==> src/rtl/spi_slave.sv <==
// SPI mode-0 responder with oversampled SCLK/CS_N/MOSI, a one-word tx buffer and an rx word with valid/ack.
// Define SPI_SLAVE_OVERRUN_EN to enable the sticky rx_overrun flag; otherwise rx_overrun is tied low.
module spi_slave #(
  parameter int DATA_WIDTH = 16
) (
  input  logic                  clk,
  input  logic                  reset,
  input  logic                  SCLK,
  input  logic                  CS_N,
  input  logic                  MOSI,
  output logic                  MISO,
  input  logic [DATA_WIDTH-1:0] tx_data,
  input  logic                  tx_valid,
  output logic                  tx_ready,
  output logic [DATA_WIDTH-1:0] rx_data,
  output logic                  rx_valid,
  input  logic                  rx_ack,
  output logic                  busy,
  output logic                  rx_overrun
);

  localparam int CW = $clog2(DATA_WIDTH) + 1;
  localparam logic [CW-1:0] LAST_CNT = CW'(DATA_WIDTH);

  typedef enum logic [1:0] {IDLE, SHIFT, DONE} state_t;

  // Two synchronizer stages plus a history flop for edge decoding.
  logic [2:0] sclk_sync_q;
  logic [2:0] cs_sync_q;
  logic [1:0] mosi_sync_q;

  always_ff @(posedge clk or posedge reset) begin
    if (reset) begin
      sclk_sync_q <= 3'b000;
      cs_sync_q   <= 3'b111;
      mosi_sync_q <= 2'b00;
    end else begin
      // NOTE: non-blocking assignments keep every flop sampling pre-edge values, so the chain shifts one stage per clk.
      sclk_sync_q <= {sclk_sync_q[1:0], SCLK};
      cs_sync_q   <= {cs_sync_q[1:0], CS_N};
      mosi_sync_q <= {mosi_sync_q[0], MOSI};
    end
  end

  logic sclk_rise, sclk_fall, cs_fall, cs_rise, mosi_s;
  assign sclk_rise = sclk_sync_q[1] & ~sclk_sync_q[2];
  assign sclk_fall = ~sclk_sync_q[1] & sclk_sync_q[2];
  assign cs_fall   = ~cs_sync_q[1] & cs_sync_q[2];
  assign cs_rise   = cs_sync_q[1] & ~cs_sync_q[2];
  assign mosi_s    = mosi_sync_q[1];

  state_t                state_q, state_d;
  logic [CW-1:0]         bit_cnt_q, bit_cnt_d;
  logic [DATA_WIDTH-1:0] tx_shift_q, tx_shift_d;
  logic [DATA_WIDTH-1:0] rx_shift_q, rx_shift_d;
  logic [DATA_WIDTH-1:0] tx_buf_q, tx_buf_d;
  logic                  tx_full_q, tx_full_d;
  logic [DATA_WIDTH-1:0] rx_data_q, rx_data_d;
  logic                  rx_valid_q, rx_valid_d;
  logic                  miso_q, miso_d;
  logic                  frame_done;
  logic                  buf_taken;

  always_comb begin
    // NOTE: every variable gets a default first so no path through the case can infer a latch.
    state_d    = state_q;
    bit_cnt_d  = bit_cnt_q;
    tx_shift_d = tx_shift_q;
    rx_shift_d = rx_shift_q;
    tx_buf_d   = tx_buf_q;
    tx_full_d  = tx_full_q;
    rx_data_d  = rx_data_q;
    rx_valid_d = rx_valid_q;
    miso_d     = miso_q;
    frame_done = 1'b0;
    buf_taken  = 1'b0;

    case (state_q)
      IDLE: begin
        miso_d = 1'b0;
        if (cs_fall) begin
          tx_shift_d = tx_full_q ? tx_buf_q : '0;
          miso_d     = tx_full_q ? tx_buf_q[DATA_WIDTH-1] : 1'b0;
          bit_cnt_d  = '0;
          buf_taken  = 1'b1;
          state_d    = SHIFT;
        end
      end
      SHIFT: begin
        if (cs_rise) begin
          bit_cnt_d = '0;
          miso_d    = 1'b0;
          state_d   = IDLE;
        end else if (bit_cnt_q == LAST_CNT) begin
          frame_done = 1'b1;
          miso_d     = 1'b0;
          state_d    = DONE;
        end else if (sclk_rise) begin
          rx_shift_d = {rx_shift_q[DATA_WIDTH-2:0], mosi_s};
          bit_cnt_d  = bit_cnt_q + 1'b1;
        end else if (sclk_fall) begin
          tx_shift_d = {tx_shift_q[DATA_WIDTH-2:0], 1'b0};
          miso_d     = tx_shift_q[DATA_WIDTH-2];
        end
      end
      DONE: begin
        miso_d = 1'b0;
        if (cs_rise) begin
          bit_cnt_d = '0;
          state_d   = IDLE;
        end
      end
      default: begin
        miso_d  = 1'b0;
        state_d = IDLE;
      end
    endcase

    // Completion wins over a same-cycle ack so a fresh word is never dropped.
    if (frame_done) begin
      rx_data_d  = rx_shift_q;
      rx_valid_d = 1'b1;
    end else if (rx_ack && rx_valid_q) begin
      rx_valid_d = 1'b0;
    end

    if (buf_taken) tx_full_d = 1'b0;
    if (tx_valid && !tx_full_q) begin
      tx_buf_d  = tx_data;
      tx_full_d = 1'b1;
    end
  end

  always_ff @(posedge clk or posedge reset) begin
    if (reset) begin
      state_q    <= IDLE;
      bit_cnt_q  <= '0;
      tx_shift_q <= '0;
      rx_shift_q <= '0;
      tx_buf_q   <= '0;
      tx_full_q  <= 1'b0;
      rx_data_q  <= '0;
      rx_valid_q <= 1'b0;
      miso_q     <= 1'b0;
    end else begin
      state_q    <= state_d;
      bit_cnt_q  <= bit_cnt_d;
      tx_shift_q <= tx_shift_d;
      rx_shift_q <= rx_shift_d;
      tx_buf_q   <= tx_buf_d;
      tx_full_q  <= tx_full_d;
      rx_data_q  <= rx_data_d;
      rx_valid_q <= rx_valid_d;
      miso_q     <= miso_d;
    end
  end

`ifdef SPI_SLAVE_OVERRUN_EN
  logic overrun_q, overrun_d;

  always_comb begin
    overrun_d = overrun_q;
    if (frame_done && rx_valid_q && !rx_ack) overrun_d = 1'b1;
  end

  always_ff @(posedge clk or posedge reset) begin
    if (reset) overrun_q <= 1'b0;
    else       overrun_q <= overrun_d;
  end

  assign rx_overrun = overrun_q;
`else
  assign rx_overrun = 1'b0;
`endif

  assign MISO     = miso_q;
  assign tx_ready = ~tx_full_q;
  assign rx_data  = rx_data_q;
  assign rx_valid = rx_valid_q;
  assign busy     = (state_q != IDLE);

endmodule
==> config.mk <==
export PLATFORM = sky130hd
export DESIGN_NAME = spi_slave
export DESIGN_NICKNAME = d
export VERILOG_FILES = /design/src/rtl/spi_slave.sv
export SDC_FILE = /design/constraint.sdc
export NUM_CORES = 1
export LEC_CHECK = 0
export CAP_MARGIN = 10
export CORE_UTILIZATION = 49
export CTS_CLUSTER_DIAMETER = 100
export DETAILED_ROUTE_END_ITERATION = 8
export PLACE_DENSITY = 0.75
export REMOVE_ABC_BUFFERS = 1
export SLEW_MARGIN = 20
export SYNTH_ARGS = -nofsm -noshare
export SYNTH_HDL_FRONTEND = slang
export SYNTH_SLANG_ARGS = --single-unit
==> constraint.sdc <==
create_clock -name clk -period 2.6 [get_ports clk]
set_clock_uncertainty 0.15 [all_clocks]
set_input_delay 0.52 -clock clk [delete_from_list [all_inputs] [get_ports clk]]
set_output_delay 0.52 -clock clk [all_outputs]
set_load 0.02 [all_outputs]
-- After elaboration in Yosys (flattened, before gate mapping)
Index checks and enable logic that the tools add are counted.
- equal/unequal tests: 14
- $add $sub $neg: 1
- bitwise gates (word level): 11
- multiplexer cells: 34
- reductions and logical operators: 14
- operator list (operator ; count):
    $mux W15 ; 6
    $pmux W15 S2 ; 1
    $mux W5 ; 5
    $mux W1 ; 15
    $pmux W5 S3 ; 1
    $ne A2 B2 Y1 const B ; 6
    $ne A3 B3 Y1 const B ; 3
    $mux W2 ; 4
    $ne A4 B4 Y1 const B ; 2
    $reduce_bool A2 Y1 ; 4
    $not A1 Y1 ; 7
    $pmux W2 S3 ; 1
    $reduce_and A6 Y1 ; 1
    $add A5 B1 Y5 const B ; 1
    $eq A5 B5 Y1 const B ; 1
    $reduce_and A5 Y1 ; 1
    $and A1 B1 Y1 ; 4
    $reduce_and A4 Y1 ; 1
    $reduce_and A3 Y1 ; 1
    $reduce_bool A3 Y1 ; 1
    $eq A2 B1 Y1 const B ; 1
    $eq A2 B2 Y1 const B ; 1
    $logic_and A1 B1 Y1 ; 2
    $logic_not A2 Y1 ; 1
    other kinds (3) ; 3
- flip-flop bits (word level): 81
- logic and storage cells: 86
- output and inout port bits: 21

-- Depth between registers and ports, before layout
Gate-level depths: netlist of run 1.
- depth after elaboration: 7
- mapped depth: 9
- depth with buffers taken out: 6

-- Least setup slack after synthesis of run 1
Ideal clock, no wire load.
- path kind: reg2reg
- from: reg bit_cnt_q[0]
- to: reg rx_shift_q[10]
- arrival time: 1.655 ns
- cell stages (with the launch flop): 7
- path slack: 0.671 ns
- setup time: 0.125 ns
- period minus slack after synthesis: 1.929 ns
- path through: dfrtp_1 -> inv_1 -> ha_1 -> and4bb_2 -> nor4_4 -> buf_4 -> mux2_2
- longest elaborated chain between the ends: 3
- ends and longest elaborated chain (element ; RTL line ; source):
    start: declaration ; 53 ; logic [CW-1:0] bit_cnt_q, bit_cnt_d;
    start signal: assignment ; 147 ; bit_cnt_q <= bit_cnt_d;
    $eq A5 B5 Y1 ; 94 ; end else if (bit_cnt_q == LAST_CNT) begin
    $not A1 Y1 (no line) ; -- ;
    $reduce_and A4 Y1 (no line) ; -- ;
    end signal: assignment ; 149 ; rx_shift_q <= rx_shift_d;
    end: declaration ; 55 ; logic [DATA_WIDTH-1:0] rx_shift_q, rx_shift_d;
No other way between the ends.
A chain may end at the register's enable or synchronous reset.

-- Worst setup path in the final report of run 1
- from: reg state_q[0]
- to: out busy
- longest elaborated chain between the ends: 1
- ends and longest elaborated chain (element ; RTL line ; source):
    start: declaration ; 52 ; state_t state_q, state_d;
    start signal: assignment ; 146 ; state_q <= state_d;
    $reduce_bool A2 Y1 ; 180 ; assign busy = (state_q != IDLE);
    end: declaration ; 18 ; output logic busy,
No other way between the ends.

==> impl_metrics.env, run 1 <==
export IMPL_tightestPinTransition_ps=717
export IMPL_insertion_delay_ps=340
export IMPL_p_int_mw=2.30
export IMPL_switchingPower_mw=0.939
export IMPL_cp_depth=2
export IMPL_gp_congestion=0.806
export IMPL_stdcell_count=391
export IMPL_tritoncts="done"
export IMPL_gr_total_overflow=0
export IMPL_slew_viol_final=0
export IMPL_relSlewSlack_pct=52.1
export IMPL_required_ps=1930
export IMPL_dieArea_um2=7160
export IMPL_clockPowerShare_pct=23.9
export IMPL_grt_max_degree=82
export IMPL_cts_buffers=9
export IMPL_synth_seq_cells=81
export IMPL_critPathMaxStageDelay_ps=540
export IMPL_synthFlopType="dfrtp_1"
export IMPL_regToRegSetupSlack_ps=530
export IMPL_pwr_share_seq_pct=53.8
export IMPL_hold_viol_final=0
export IMPL_htreeDepth=3
export IMPL_yosysTopAreaCellShare_pct=58.3
export IMPL_status="completed"
export IMPL_startpoint_type="flip-flop"
export IMPL_ios=44
export IMPL_grt_use_total_pct=17.3
export IMPL_slowest_stage="clkdlybuf4s50_1"
export IMPL_core_area_um2=6460
export IMPL_crit_type="flip-flop to primary output"
export IMPL_die_h_um=84.6
export IMPL_period_minus_slack_ps=2370
export IMPL_reg2reg_from="bit_cnt_q[0]$_DFFE_PP0P_"
export IMPL_clkSlewWorstSetupHoldPaths_ps=80
export IMPL_hp_start="mosi_sync_q[0]$_DFF_PP0_"
export IMPL_wl_per_cell_um=14.0
export IMPL_rows=29
export IMPL_path_delay_family="buffers and inverters"
export IMPL_synthCells=264
export IMPL_avgSynthCellArea_um2=12.7
export IMPL_dpl_hpwl_um=3650
export IMPL_synth_most_common_cell="dfrtp_1"
export IMPL_power_density_nw_per_um2=806
export IMPL_root_buffer="clkbuf_8"
export IMPL_num_antenna_cells=0
export IMPL_p_comb_share_pct=22.3
export IMPL_post_cts_buffers=0
export IMPL_max_cap_violations=0
export IMPL_cp_num_buf_inv=1
export IMPL_start_util_pct=51.8
export IMPL_die_w_um=84.6
export IMPL_worstPathCellList="or2_2, clkdlybuf4s50_1"
export IMPL_p_sw_share_pct=29.0
export IMPL_crit_fanout=8
export IMPL_worstPathArrival_ps=1700
export IMPL_clockBufferDepth=2
export IMPL_place_inst=375
export IMPL_vias=2116
export IMPL_setup_viol=0
export IMPL_area_growth_pct=20.2
export IMPL_hold_class="flip-flop to flip-flop"
export IMPL_synthArstFlopShare_pct=100
export IMPL_via_per_inst=5.41
export IMPL_dp_slack_ps=542
export IMPL_postCtsHoldBufs=0
export IMPL_drc=0
export IMPL_p_leak_nw=1.83
export IMPL_period_share_pct=91.2
export IMPL_worst_hold_path_num_cells=0
export IMPL_grt_pass1_wl_um=9570
export IMPL_cts_sinks=81
export IMPL_syn_area_um2=3350
export IMPL_reg2reg_to="rx_shift_q[8]$_DFFE_PP0P_"
export IMPL_drt_iter0_markers=126
export IMPL_antenna_found_initial=0
export IMPL_io_buffers=42
export IMPL_rsz0062_at_grt="no"
export IMPL_whs_endpoint="mosi_sync_q[1]$_DFF_PP0_"
export IMPL_synth_area_leaders="dfrtp_1 58%, mux2_2 15%, o21ai_0 2.8%, and3_1 2.6%, a21oi_1 2.5%"
export IMPL_ys_types=34
export IMPL_dr_pass1_iters=4
export IMPL_vdd_ir_drop_max_v=0.000502
export IMPL_reg2reg_depth=6
export IMPL_layout_drive_gt1_share_pct=24.8
export IMPL_ant_nets=0
export IMPL_synth_yosys_seq_area_share_pct=60.7
export IMPL_timing_final_ws_setup_ps=228
export IMPL_cts_resized=0
export IMPL_wl_um=5470
export IMPL_synth_edf_count=0
export IMPL_ys_warn_count=0
export IMPL_grt_pass1_vias=2052
export IMPL_nets=334
export IMPL_fmax_mhz=422
export IMPL_synth_common_cells="78 x dfrtp_1, 44 x mux2_2, 19 x o21ai_0"
export IMPL_yosys_area_top_type="dfrtp_1"
export IMPL_crit_path_end_kind="primary output"
export IMPL_final_util_pct=62.3
==> worst register-to-register path: stages, from the launching register on <==
cell,delay (ps)
dfrtp_1,390
inv_1,80
ha_1,210
and4bb_2,260
nor4_4,200
buf_4,300
mux2_2,370
==> placed cells by master, fill, tap and decap left out, drive strengths merged <==
cell type	Yosys	layout
a32o	1	1
clkdlybuf4s50	0	42
or2	1	1
nand4bb	1	1
nor2	6	6
clkinvlp	0	3
nand3b	1	1
inv	7	7
a41oi	3	3
and3	14	14
clkbuf	6	11
a31oi	5	5
a21oi	17	17
dfrtp	78	78
nand2	19	19
nor4b	1	1
ha	2	2
nand3	5	5
and4bb	1	1
mux2	48	48
nand2b	3	3
a32oi	1	1
o21ai	19	19
dfstp	3	3
buf	11	9
conb	1	1
o211ai	2	2
nor2b	4	4
o21bai	1	1
clkinv	0	2
nor3b	2	2
nor4	1	1
==> per-layer routing <==
layer	vias up	wire (um)	track usage [%]
li1	1016	-	-
met1	1050	2630	23.9
met2	41	2510	25.7
met3	9	229	4.62
met4	0	99	8.32
met5	-	0	0
==> sequential cells by signal, summed over array words and instances (netlist names) <==
| signal | flops |
|---|---|
| rx_data | 16 |
| rx_shift_q | 16 |
| tx_buf_q | 16 |
| tx_shift_q | 15 |
| bit_cnt_q | 5 |
| cs_sync_q | 3 |
| sclk_sync_q | 3 |
| mosi_sync_q | 2 |
| state_q | 2 |
| MISO | 1 |
| rx_valid | 1 |
| tx_full_q | 1 |
==> power by group through the flow <==
stage                     registers (mW)  logic, mW  clock network, mW
after floorplan                     1.73      0.509                  0
after global placement              1.75      0.706                  0
after detailed placement            1.77      0.734                  0
after CTS                           1.74      0.735              0.802
after global routing                1.79      0.815              0.856
final                               1.74      0.722              0.775
==> worst max-delay path by stage <==
stage / startpoint / end / slack [ps]
6_report: state_q[0]$_DFFE_PP0P_ / busy / 230
2_1_floorplan: reset / MISO$_DFFE_PP0P_ / -150
5_1_grt: state_q[1]$_DFFE_PP0P_ / busy / 150
3_5_place_dp: bit_cnt_q[0]$_DFFE_PP0P_ / rx_shift_q[9]$_DFFE_PP0P_ / 540
4_1_cts: state_q[0]$_DFFE_PP0P_ / busy / 210
3_3_place_gp: bit_cnt_q[0]$_DFFE_PP0P_ / rx_shift_q[9]$_DFFE_PP0P_ / 580
==> layout make-up <==
| type | instances | area, um2 |
|---|---|---|
| timing repair buffer | 51 | 500 |
| tap | 77 | 96.3 |
| clock buffer | 11 | 131 |
| clock inverter | 5 | 32.5 |
| sequential | 81 | 2030 |
| fill | 507 | 2440 |
| inverter | 7 | 26.3 |
| multi-input combinational | 159 | 1200 |
==> through the flow <==
step / TNS, ps / hold slack [ps] / cell area (um2) / power [mW]
global route: 0 / 217 / 4020 / 3.46
floorplan: -11320 / 181 / 3250 / 2.24
global placement: 0 / 183 / 3860 / 2.46
detailed placement: 0 / 186 / 3860 / 2.50
finish: 0 / 205 / 4020 / 3.24
CTS: 0 / 204 / 4020 / 3.28
==> logic make-up (layout without fill, tap and decap cells) <==
family / after synthesis / count (layout) / share of synthesized area, %
compound gates: 49 / 49 / 8.34
other cells: 1 / 1 / 0.112
simple gates: 59 / 59 / 10.4
flops: 81 / 81 / 60.7
buf+inv: 24 / 74 / 3.52
fa+ha+maj: 2 / 2 / 0.748
mux: 48 / 48 / 16.2
(Power assumes the default switching activity.)
==> run 2: changes to the inputs <==
--- a/config.mk
+++ b/config.mk
@@ -6,10 +6,10 @@
 export NUM_CORES = 1
 export LEC_CHECK = 0
 export CAP_MARGIN = 10
-export CORE_UTILIZATION = 49
+export CORE_UTILIZATION = 40
 export CTS_CLUSTER_DIAMETER = 100
 export DETAILED_ROUTE_END_ITERATION = 8
-export PLACE_DENSITY = 0.75
+export HOLD_SLACK_MARGIN = 0.1
 export REMOVE_ABC_BUFFERS = 1
 export SLEW_MARGIN = 20
 export SYNTH_ARGS = -nofsm -noshare
==> impl_metrics.env, run 2 (same netlist as run 1, synthesis figures left out) <==
export IMPL_num_antenna_cells=0
export IMPL_startpoint_type="flip-flop"
export IMPL_period_share_pct=91.0
export IMPL_slowest_stage="clkdlybuf4s50_1"
export IMPL_antenna_found_initial=0
export IMPL_grt_use_total_pct=14.9
export IMPL_crit_path_end_kind="primary output"
export IMPL_rsz0062_at_grt="no"
export IMPL_clkSlewWorstSetupHoldPaths_ps=80
export IMPL_reg2reg_to="rx_shift_q[0]$_DFFE_PP0P_"
export IMPL_post_cts_buffers=0
export IMPL_vdd_ir_drop_max_v=0.000324
export IMPL_vias=2120
export IMPL_grt_pass1_wl_um=9960
export IMPL_nets=336
export IMPL_cts_sinks=81
export IMPL_p_sw_share_pct=26.9
export IMPL_setup_viol=0
export IMPL_drt_iter0_markers=89
export IMPL_die_h_um=93.5
export IMPL_cts_resized=0
export IMPL_whs_endpoint="sclk_sync_q[1]$_DFF_PP0_"
export IMPL_relSlewSlack_pct=61.2
export IMPL_grt_max_degree=32
export IMPL_required_ps=1930
export IMPL_p_comb_share_pct=21.1
export IMPL_wl_per_cell_um=13.8
export IMPL_tritoncts="done"
export IMPL_crit_path_start="state_q[0]$_DFFE_PP0P_"
export IMPL_reg2reg_from="bit_cnt_q[0]$_DFFE_PP0P_"
export IMPL_dieArea_um2=8730
export IMPL_rows=32
export IMPL_cp_num_buf_inv=1
export IMPL_tightestPinTransition_ps=582
export IMPL_status="completed"
export IMPL_area_growth_pct=23.8
export IMPL_clockPowerShare_pct=29.2
export IMPL_layout_common_cells="78 x dfrtp_1, 44 x mux2_2, 42 x clkdlybuf4s50_1, 19 x o21ai_0, 18 x nand2_1"
export IMPL_drc=0
export IMPL_io_buffers=42
export IMPL_cts_buffers=9
export IMPL_slew_viol_final=0
export IMPL_total_power_mw=3.50
export IMPL_postCtsHoldBufs=0
export IMPL_clockBufferDepth=2
export IMPL_start_util_pct=42.4
export IMPL_final_common_cell="dfrtp_1"
export IMPL_ant_nets=0
export IMPL_insertion_delay_ps=340
export IMPL_period_minus_slack_ps=2370
export IMPL_power_density_nw_per_um2=845
export IMPL_worstPathArrival_ps=1700
export IMPL_crit_fanout=8
export IMPL_worstPathCellList="or2_2, clkdlybuf4s50_1"
export IMPL_path_delay_family="buffers and inverters"
export IMPL_crit_type="flip-flop to primary output"
export IMPL_fmax_mhz=423
export IMPL_wl_um=5790
export IMPL_hold_class="flip-flop to flip-flop"
export IMPL_dpl_hpwl_um=3900
export IMPL_gp_congestion=0.786
export IMPL_switchingPower_mw=0.940
export IMPL_reg2reg_depth=6
export IMPL_p_leak_nw=1.88
export IMPL_die_w_um=93.5
export IMPL_dr_pass1_iters=4
export IMPL_critPathMaxStageDelay_ps=540
export IMPL_gr_total_overflow=0
export IMPL_hp_start="sclk_sync_q[0]$_DFF_PP0_"
export IMPL_core_area_um2=7890
export IMPL_layout_drive_gt1_share_pct=25.0
export IMPL_root_buffer="clkbuf_8"
export IMPL_p_int_mw=2.56
export IMPL_fin_setup_tns_ps=0
export IMPL_hold_viol_final=0
export IMPL_final_util_pct=52.5
export IMPL_ios=44
export IMPL_htreeDepth=3
export IMPL_grt_pass1_vias=2065
export IMPL_pwr_share_seq_pct=49.7
export IMPL_max_cap_violations=0
export IMPL_via_per_inst=5.07
export IMPL_regToRegSetupSlack_ps=520
export IMPL_worst_hold_path_num_cells=0
[run 2: worst max-delay path by stage]
stage	endpoint	depth (start not counted)	slack (ps)
finish	busy	2	230
global route	busy	2	180
CTS	busy	2	220
detailed placement	rx_shift_q[0]$_DFFE_PP0P_	6	540
global placement	rx_shift_q[0]$_DFFE_PP0P_	6	580
floorplan	MISO$_DFFE_PP0P_	1	-150
[run 2: power groups by stage]
| stage | clock network (mW) | logic, mW | registers [mW] |
|---|---|---|---|
| global placement | 0 | 0.724 | 1.76 |
| CTS | 1.04 | 0.751 | 1.74 |
| global route | 1.09 | 0.835 | 1.79 |
| floorplan | 0 | 0.509 | 1.73 |
| detailed placement | 0 | 0.749 | 1.76 |
| finish | 1.02 | 0.738 | 1.74 |
[run 2: metal layers]
layer,vias up,share of wire [%],GRT usage [%]
met3,8,3.0,3.58
li1,1019,-,-
met4,0,1.9,6.54
met2,36,45,21.5
met1,1057,50,21.2
met5,-,0,0
[run 2: stage by stage]
stage	setup slack, ps	hold slack, ps	std cells	cell area [um2]
2_1_floorplan	-145	181	247	3250
6_report	234	196	418	4140
3_3_place_gp	583	186	402	3920
5_1_grt	179	197	418	4140
4_1_cts	220	197	418	4140
3_5_place_dp	543	185	402	3920
[run 2: cell type report]
type                            count  area (um2)
Timing Repair Buffer               53         528
Multi-Input combinational cell    159        1200
Inverter                            7        27.5
Clock inverter                      2        60.1
Tap cell                          102         128
Fill cell                         704        3750
Sequential cell                    81        2030
Clock buffer                       14         163
==> run 3: changes to the inputs <==
==> constraint.sdc (replaced) <==
create_clock -name clk -period 3 [get_ports clk]
set_clock_uncertainty 0.15 [all_clocks]
set_input_delay 0.6 -clock clk [delete_from_list [all_inputs] [get_ports clk]]
set_output_delay 0.6 -clock clk [all_outputs]
set_load 0.02 [all_outputs]
==> impl_metrics.env, run 3 (same netlist as run 1, synthesis figures left out) <==
export IMPL_crit_fanout=8
export IMPL_grt_pass1_wl_um=9770
export IMPL_gp_congestion=0.784
export IMPL_postCtsHoldBufs=0
export IMPL_regToRegSetupSlack_ps=670
export IMPL_layout_common_cells="78 x dfrtp_1, 44 x mux2_2, 42 x clkdlybuf4s50_1, 19 x o21ai_0, 18 x nand2_1"
export IMPL_required_ps=2250
export IMPL_reg2reg_from="state_q[1]$_DFFE_PP0P_"
export IMPL_crit_path_end_kind="primary output"
export IMPL_rsz0062_at_grt="no"
export IMPL_cts_buffers=9
export IMPL_setup_viol=0
export IMPL_reg2reg_to="rx_shift_q[7]$_DFFE_PP0P_"
export IMPL_antenna_found_initial=0
export IMPL_grt_pass1_vias=2014
export IMPL_io_buffers=42
export IMPL_vias=2056
export IMPL_ios=44
export IMPL_clockBufferDepth=2
export IMPL_clkSlewWorstSetupHoldPaths_ps=80
export IMPL_dr_pass1_iters=4
export IMPL_rows=32
export IMPL_ant_nets=0
export IMPL_nets=331
export IMPL_slew_viol_final=0
export IMPL_final_util_pct=51.7
export IMPL_period_share_pct=81.5
export IMPL_worst_hold_path_num_cells=0
export IMPL_relSlewSlack_pct=40.5
export IMPL_grt_use_total_pct=14.7
export IMPL_p_leak_nw=1.85
export IMPL_area_growth_pct=21.9
export IMPL_drc=0
export IMPL_dp_slack_ps=648
export IMPL_wl_um=5550
export IMPL_hp_start="sclk_sync_q[0]$_DFF_PP0_"
export IMPL_worstPathArrival_ps=1700
export IMPL_die_w_um=93.5
export IMPL_drt_iter0_markers=83
export IMPL_fmax_mhz=409
export IMPL_tightestPinTransition_ps=890
export IMPL_die_h_um=93.5
export IMPL_start_util_pct=42.4
export IMPL_power_density_nw_per_um2=721
export IMPL_max_cap_violations=0
export IMPL_total_power_mw=2.94
export IMPL_tritoncts="done"
export IMPL_via_per_inst=4.98
export IMPL_insertion_delay_ps=350
export IMPL_wl_per_cell_um=13.4
export IMPL_num_antenna_cells=0
export IMPL_post_cts_buffers=0
export IMPL_dieArea_um2=8730
export IMPL_status="completed"
export IMPL_root_buffer="clkbuf_8"
export IMPL_layout_drive_gt1_share_pct=24.8
export IMPL_hold_viol_final=0
export IMPL_gr_total_overflow=0
export IMPL_final_common_cell="dfrtp_1"
export IMPL_cts_resized=0
export IMPL_whs_endpoint="sclk_sync_q[1]$_DFF_PP0_"
export IMPL_timing_final_ws_setup_ps=554
export IMPL_startpoint_type="flip-flop"
export IMPL_core_area_um2=7890
export IMPL_hold_class="flip-flop to flip-flop"
export IMPL_place_inst=397
export IMPL_grt_max_degree=73
export IMPL_htreeDepth=3
export IMPL_stdcell_count=413
export IMPL_period_minus_slack_ps=2450
export IMPL_fin_setup_tns_ps=0
export IMPL_reg2reg_depth=4
export IMPL_cts_sinks=81
export IMPL_vdd_ir_drop_max_v=0.000290
export IMPL_dpl_hpwl_um=3660
export IMPL_crit_type="flip-flop to primary output"
run 3: cell count changes in the layout (fill, tap and decap cells not counted), sizes merged:
cell / delta
buf: -5
bufinv: -1
clkinv: +2
inv: +3
clkbuf: -4
run 3: power by group:
group / total, mW / internal (mW) / switching, mW
clock: 0.824 / 0.419 / 0.405
combinational: 0.581 / 0.325 / 0.256
sequential: 1.54 / 1.36 / 0.180
total: 2.94 / 2.10 / 0.841
run 3: metal layers:
metal | track usage, % | share of wire [%] | wire [um]
met3 | 4.31 | 2.3 | 130
met2 | 20.0 | 44 | 2450
met5 | 0 | 0 | 0
met1 | 21.2 | 51 | 2860
met4 | 6.92 | 2.0 | 111
run 3: final cells by class:
cell class                      instances  area, um2
Fill cell                             703       3810
Sequential cell                        81       2030
Multi-Input combinational cell        159       1200
Timing Repair Buffer                   48        478
Clock buffer                           10        138
Tap cell                              102        128
Clock inverter                          6       72.6
Inverter                                7       27.5
run 3: through the flow:
stage,hold WS (ps),area [um2]
global placement,183,3870
detailed placement,191,3870
floorplan,181,3250
finish,206,4080
global route,214,4080
CTS,208,4080
run 3: worst max-delay path by stage:
| stage | start | end | slack [ps] |
|---|---|---|---|
| finish | state_q[0]$_DFFE_PP0P_ | busy | 550 |
| global route | tx_full_q$_DFFE_PP0P_ | tx_ready | 450 |
| CTS | tx_full_q$_DFFE_PP0P_ | tx_ready | 520 |
| detailed placement | state_q[1]$_DFFE_PP0P_ | rx_shift_q[7]$_DFFE_PP0P_ | 650 |
| global placement | state_q[1]$_DFFE_PP0P_ | rx_shift_q[15]$_DFFE_PP0P_ | 720 |
| floorplan | reset | MISO$_DFFE_PP0P_ | 170 |
run 3: critical path, cell delays in order (launching register included):
cell and delay, ps:
dfrtp_1 470, or2_2 340, clkdlybuf4s50_1 540
